File: config.mk
export PLATFORM = sky130hd
export DESIGN_NAME = mac_chain_drain_flat
export DESIGN_NICKNAME = d
export VERILOG_FILES = /design/src/rtl/mac_chain_drain_pkg.sv /design/src/rtl/mac_chain_drain_if.sv /design/src/rtl/mac_chain_drain_requant_sat.sv /design/src/rtl/mac_chain_drain.sv /design/src/flat_wrapper.sv
export SDC_FILE = /design/constraint.sdc
export NUM_CORES = 1
export LEC_CHECK = 0
export CORE_UTILIZATION = 50
export CTS_CLUSTER_DIAMETER = 120
export CTS_CLUSTER_SIZE = 25
export DETAILED_ROUTE_END_ITERATION = 8
export HOLD_SLACK_MARGIN = 0.15
export PLACE_DENSITY = 0.83
export SYNTH_ARGS = -nofsm -noshare
export SYNTH_HDL_FRONTEND = slang
export SYNTH_HIERARCHICAL = 1
export SYNTH_SLANG_ARGS = --single-unit
File: constraint.sdc
create_clock -name clk -period 24 [get_ports clk]
set_input_delay 4.8 -clock clk [delete_from_list [all_inputs] [get_ports clk]]
set_output_delay 4.8 -clock clk [all_outputs]
set_load 0.02 [all_outputs]
File: src/rtl/mac_chain_drain_pkg.sv
// Shared defaults and types for the MAC chain drain block and its requantizer.
package mac_chain_drain_pkg;

    localparam int ACC_W = 32;
    localparam int ACT_W = 8;
    localparam int LANES = 4;

    typedef enum logic {
        ST_IDLE  = 1'b0,
        ST_DRAIN = 1'b1
    } state_e;

    // Lane-index width; a single-lane chain still gets a 1-bit index.
    function automatic int idx_width(input int n);
        return (n <= 1) ? 1 : $clog2(n);
    endfunction

endpackage

File: src/rtl/mac_chain_drain_if.sv
// Capture and output-beat handshake bundle between the MAC chain, the drain and the activation buffer.
interface mac_chain_drain_if
    import mac_chain_drain_pkg::*;
#(
    parameter int size      = LANES,
    parameter int acc_width = ACC_W,
    parameter int out_width = ACT_W
) ();

    localparam int IDX_W = idx_width(size);

    logic [size*acc_width-1:0] acc_in;
    logic                      acc_valid;
    logic                      acc_ready;
    logic [out_width-1:0]      out_data;
    logic [IDX_W-1:0]          out_index;
    logic                      out_sat;
    logic                      out_last;
    logic                      out_valid;
    logic                      out_ready;

    modport slave (
        input  acc_in, acc_valid, out_ready,
        output acc_ready, out_data, out_index, out_sat, out_last, out_valid
    );

    modport master (
        output acc_in, acc_valid, out_ready,
        input  acc_ready, out_data, out_index, out_sat, out_last, out_valid
    );

endinterface

File: src/rtl/mac_chain_drain_requant_sat.sv
// Requantizer: round-half-up shift, optional ReLU, signed saturation to out_width.
// Latency: purely combinational.
// Backpressure: none, no state.
module requant_sat #(
    parameter int acc_width = 32,
    parameter int out_width = 8,
    parameter int shift     = 0,
    parameter bit relu      = 1'b0
) (
    input  logic signed [acc_width-1:0] x_i,
    output logic signed [out_width-1:0] data_o,
    output logic                        sat_o
);

    // One guard bit so adding the rounding constant cannot wrap.
    localparam int W = acc_width + 1;
    localparam logic signed [W-1:0] RND     = W'((64'(1) << shift) >> 1);
    localparam logic signed [W-1:0] SAT_MAX = {{(W-out_width+1){1'b0}}, {(out_width-1){1'b1}}};
    localparam logic signed [W-1:0] SAT_MIN = {{(W-out_width+1){1'b1}}, {(out_width-1){1'b0}}};

    logic signed [W-1:0] ext_d;
    logic signed [W-1:0] rnd_d;
    logic signed [W-1:0] shf_d;
    logic signed [W-1:0] v_d;

    always_comb begin
        ext_d  = {x_i[acc_width-1], x_i};
        rnd_d  = ext_d + RND;
        shf_d  = rnd_d >>> shift;
        v_d    = (relu && shf_d[W-1]) ? '0 : shf_d;
        sat_o  = 1'b0;
        data_o = v_d[out_width-1:0];
        if (v_d > SAT_MAX) begin
            sat_o  = 1'b1;
            data_o = SAT_MAX[out_width-1:0];
        end else if (v_d < SAT_MIN) begin
            sat_o  = 1'b1;
            data_o = SAT_MIN[out_width-1:0];
        end
    end

endmodule

File: src/rtl/mac_chain_drain.sv
// Captures a packed accumulator vector and streams it out one requantized lane per beat.
// Latency: first beat the cycle after capture; size beats with out_ready held high.
// Backpressure: beats hold stable while out_ready=0; acc_ready only in IDLE (1-cycle bubble).
module mac_chain_drain
    import mac_chain_drain_pkg::*;
#(
    parameter int size      = LANES,
    parameter int acc_width = ACC_W,
    parameter int out_width = ACT_W,
    parameter int shift     = 0,
    parameter bit relu      = 1'b0
) (
    input  logic             clk,
    input  logic             rst,
    mac_chain_drain_if.slave bus
);

    localparam int IDX_W = idx_width(size);
    localparam logic [IDX_W-1:0] LAST_IDX = IDX_W'(size - 1);

    state_e                state_q, state_d;
    logic [IDX_W-1:0]      idx_q, idx_d;
    logic                  cap_en;
    logic                  is_last;
    logic [acc_width-1:0]  cap_q [size];

    logic signed [out_width-1:0] rq_data;
    logic                        rq_sat;

    always_ff @(posedge clk) begin
        if (rst) begin
            state_q <= ST_IDLE;
            idx_q   <= '0;
        end else begin
            state_q <= state_d;
            idx_q   <= idx_d;
        end
    end

    // Capture buffer carries no reset; it is only read while DRAIN.
    always_ff @(posedge clk) begin
        if (cap_en) begin
            for (int k = 0; k < size; k++) begin
                cap_q[k] <= bus.acc_in[k*acc_width +: acc_width];
            end
        end
    end

    requant_sat #(
        .acc_width (acc_width),
        .out_width (out_width),
        .shift     (shift),
        .relu      (relu)
    ) u_requant (
        .x_i    (cap_q[idx_q]),
        .data_o (rq_data),
        .sat_o  (rq_sat)
    );

    assign is_last = (state_q == ST_DRAIN) && (idx_q == LAST_IDX);

    always_comb begin
        state_d       = state_q;
        idx_d         = idx_q;
        cap_en        = 1'b0;
        bus.acc_ready = 1'b0;
        bus.out_valid = 1'b0;
        bus.out_index = idx_q;
        bus.out_last  = is_last;
        bus.out_data  = '0;
        bus.out_sat   = 1'b0;
        unique case (state_q)
            ST_IDLE: begin
                bus.acc_ready = 1'b1;
                if (bus.acc_valid && !rst) begin
                    cap_en  = 1'b1;
                    idx_d   = '0;
                    state_d = ST_DRAIN;
                end
            end
            ST_DRAIN: begin
                bus.out_valid = 1'b1;
                bus.out_data  = rq_data;
                bus.out_sat   = rq_sat;
                if (bus.out_ready) begin
                    if (is_last) begin
                        idx_d   = '0;
                        state_d = ST_IDLE;
                    end else begin
                        idx_d = idx_q + 1'b1;
                    end
                end
            end
            default: state_d = ST_IDLE;
        endcase
    end

endmodule

File: src/flat_wrapper.sv
// flat-port wrapper written by rule: the top's interface ports become plain ports
module mac_chain_drain_flat import mac_chain_drain_pkg::*;
#(
    parameter int size      = LANES,
    parameter int acc_width = ACC_W,
    parameter int out_width = ACT_W,
    parameter int shift     = 0,
    parameter bit relu      = 1'b0
)
  (clk, rst, bus_acc_in, bus_acc_valid, bus_out_ready, bus_acc_ready, bus_out_data, bus_out_index, bus_out_sat, bus_out_last, bus_out_valid);
  mac_chain_drain_if #(.size(size), .acc_width(acc_width), .out_width(out_width)) bus_i ();
  input  logic clk;
  input  logic rst;
  input wire logic [$bits(bus_i.acc_in)-1:0] bus_acc_in;
  input wire logic [$bits(bus_i.acc_valid)-1:0] bus_acc_valid;
  input wire logic [$bits(bus_i.out_ready)-1:0] bus_out_ready;
  output wire logic [$bits(bus_i.acc_ready)-1:0] bus_acc_ready;
  output wire logic [$bits(bus_i.out_data)-1:0] bus_out_data;
  output wire logic [$bits(bus_i.out_index)-1:0] bus_out_index;
  output wire logic [$bits(bus_i.out_sat)-1:0] bus_out_sat;
  output wire logic [$bits(bus_i.out_last)-1:0] bus_out_last;
  output wire logic [$bits(bus_i.out_valid)-1:0] bus_out_valid;
  assign bus_i.acc_in = bus_acc_in;
  assign bus_i.acc_valid = bus_acc_valid;
  assign bus_i.out_ready = bus_out_ready;
  assign bus_acc_ready = bus_i.acc_ready;
  assign bus_out_data = bus_i.out_data;
  assign bus_out_index = bus_i.out_index;
  assign bus_out_sat = bus_i.out_sat;
  assign bus_out_last = bus_i.out_last;
  assign bus_out_valid = bus_i.out_valid;
  mac_chain_drain #(.size(size), .acc_width(acc_width), .out_width(out_width), .shift(shift), .relu(relu)) u_core (.clk(clk), .rst(rst), .bus(bus_i));
endmodule
==> results.yml <==
worst_setup_path:
  cp_data_arrival_time_ns: 3.97
  crit_end: "bus_out_data[1]"
  regToRegSetupSlack_ns: 22.15
  crit-reg2reg-capture: "u_core/cap_q[2][0]"
  r2r_cells: 2
  r2r_start: "u_core/state_q"
  cp_max_fo: 17
  end_kind: "output port"
  required_ns: 19.20
  cp-start-kind: "flop"
  critical_path_class: "reg2out"
placed_design:
  place.gp.congestion: 0.772
  place_hpwl_um: 6990
  io_buffers: 145
  placed_cell_area_mm2: 0.00670
drt:
  wl_met1_um: 3900
  wire_per_inst_um: 19.8
  route.met3.wl_um: 685
  drc: 0
  met2_length_um: 5720
  drtPass1Iterations: 4
  vias_per_cell: 5.34
  drt-initial-drc-count: 104
  top_layer_used: "met4"
  antenna_left: 0
  vias: 2852
  drt_wl_total_um: 10600
clock_tree:
  h-tree-depth: 4
  cts_hold_buf: 0
  cts_tree: "done"
  cts_resized: 0
  cts.sinks: 133
  cts_setup_buffers: 0
  ctsLongestPathBuffers: 2
  clk_pin_slew_ns: 0.06
  cts_root_buf: "clkbuf_8"
  cts-buffers-inserted: 17
  clk_latency_ns: 0.52
sta:
  hold_viol: 0
  timing.hold.ws_ns: 0.527
  rsz0062_at_grt: "no"
  skew_ns: 0.00498
  finalSetupViolations: 0
  setup_tns_ns: 0
  drv_slew: 0
  period_minus_slack_ns: 8.77
  tightest_slew_ns: 0.827
  post-route-period-util_pct: 36.5
  relSlewSlack_pct: 44.8
  fmax_mhz: 114
floorplanning:
  die_h_um: 103
  die_area_mm2: 0.0107
  num_rows: 36
  start_util_pct: 52.2
  coreArea_mm2: 0.00986
  die-width_um: 103
  io_pins: 146
global_routing:
  antenna_found_initial: 0
  grt_usage_pct: 21.2
  gr-total-overflow: 0
  grt_pass1_vias: 3010
  grt_pass1_wl_um: 15600
  grt_max_degree: 66
final_layout:
  fin_nets: 521
  layout-drive-gt1-share_pct: 17.0
  area_growth_pct: 42.7
  fin_area_mm2: 0.00734
  num_antenna_cells: 0
synth:
  synth_common_cells: "edfxtp_1 (128), mux4_2 (30), and2_1 (11), nor3_1 (8)"
  syn_inst: 230
  yosys.area.top_type: "edfxtp_1"
  async_reset_ff_share_pct: 0
  yosys_warnings: 6
  synth.distinct_cells: 26
  syn_area_per_cell_um2: 22.4
  synth_nets: 363
  yosysSeqAreaShare_pct: 76.6
  ys.flop_type: "edfxtp_1"
  ys_ff_latch: 133
  synth_edf_count: 128
  synth_top_area_share_pct: 74.7
  ys_top_cells_by_area: "edfxtp_1 (75%), mux4_2 (13%), dfxtp_1 (1.9%), and2_1 (1.3%), o2bb2ai_1 (1.2%)"
  syn_area_mm2: 0.00515
  yosysMostFrequentCell: "edfxtp_1"
run_status:
  status: "finished clean"
worst_hold_path:
  hp-class: "reg2reg"
job:
  cap_violations: 0
power_and_ir_drop:
  ir_drop_mv: 0.0696
  powerDensity_mw_per_mm2: 80.6
  power_leakage_nw: 2.38
## final cells by class
cell class / count / area (µm²)
inverters: 2 / 7.51
clock inverters: 11 / 201
fillers: 577 / 2520
clock buffers: 21 / 439
flip-flops and latches: 133 / 3950
well taps: 133 / 166
multi-input cells: 85 / 1100
repair buffers: 149 / 1480
## per-stage QoR
step | setup WS (ns) | total power (W) | std cells | utilization (%)
final | 15.23 | 0.000592 | 534 | 74.4
after global routing | 14.94 | 0.000610 | 534 | 74.4
after CTS | 15.17 | 0.000596 | 534 | 74.4
after detailed placement | 15.76 | 0.000318 | 502 | 67.9
after global placement | 15.87 | 0.000317 | 502 | 67.9
after floorplan | 8.55 | 0.000294 | 230 | -
## worst max-delay path, cell delays in order, from the launching register on
cell             delay [ns]
dfxtp_2                0.71
buf_4                  0.43
mux4_2                 0.56
nor4_1                 0.39
nand2_1                0.28
nor3_1                 0.26
o2bb2ai_1              0.12
and2_1                 0.17
clkdlybuf4s50_1        0.52
## placed cells by master, fill, tap and decap left out, types with 3 or more instances in the layout
| master | instances |
|---|---|
| nand4_1 | 7 |
| clkbuf_16 | 16 |
| o2bb2ai_1 | 7 |
| edfxtp_1 | 128 |
| nor4_1 | 6 |
| and2_1 | 11 |
| mux4_2 | 30 |
| nor3_1 | 8 |
| clkinv_4 | 5 |
| clkbuf_1 | 3 |
| buf_4 | 4 |
| clkdlybuf4s50_1 | 145 |
| bufinv_16 | 5 |
| dfxtp_1 | 4 |
## logic make-up (layout without fill, tap and decap cells)
family                     after synthesis  count (layout)  synth area share, %
buffers and inverters                   12             183                 2.04
AOI/OAI and AO/OA                       12              12                 1.85
DFF                                    133             133                 76.6
and+or+nand+nor                         39              39                 4.86
adders and majority gates                1               1                0.243
muxes                                   33              33                 14.4
## how the worst min path moves through the flow
stage                                  from                 endpoint  slack, ns  depth (start not counted)
global route        u_core/bus.out_index[1]                     flop       0.55                          2
detailed placement  u_core/bus.out_index[1]  u_core/bus.out_index[1]       0.52                          2
CTS                 u_core/bus.out_index[1]  u_core/bus.out_index[1]       0.53                          2
finish              u_core/bus.out_index[1]  u_core/bus.out_index[1]       0.53                          2
global placement    u_core/bus.out_index[1]  u_core/bus.out_index[1]       0.52                          2
floorplan           u_core/bus.out_index[1]                     flop       0.59                          2
## sequential cells by signal, indices dropped and copies added (netlist names), named ones only
register and flops:
u_core/state_q 1, u_core/bus.out_index 2, u_core/cap_q 128
## power by group
part / internal (W) / switching, W / leakage [nW]
Sequential: 0.000265 / 0.00000394 / 1.23
Clock: 0.000183 / 0.0000951 / 0.306
Combinational: 0.0000292 / 0.0000154 / 0.851
Total: 0.000477 / 0.000114 / 2.38
## per-layer routing
metal | global-route usage (%) | vias to the layer above
met4 | 9.64 | 0
met1 | 23.7 | 1413
met5 | 0 | -
met2 | 36.7 | 114
met3 | 7.39 | 17
li1 | - | 1308
(Power assumes the default switching activity.)
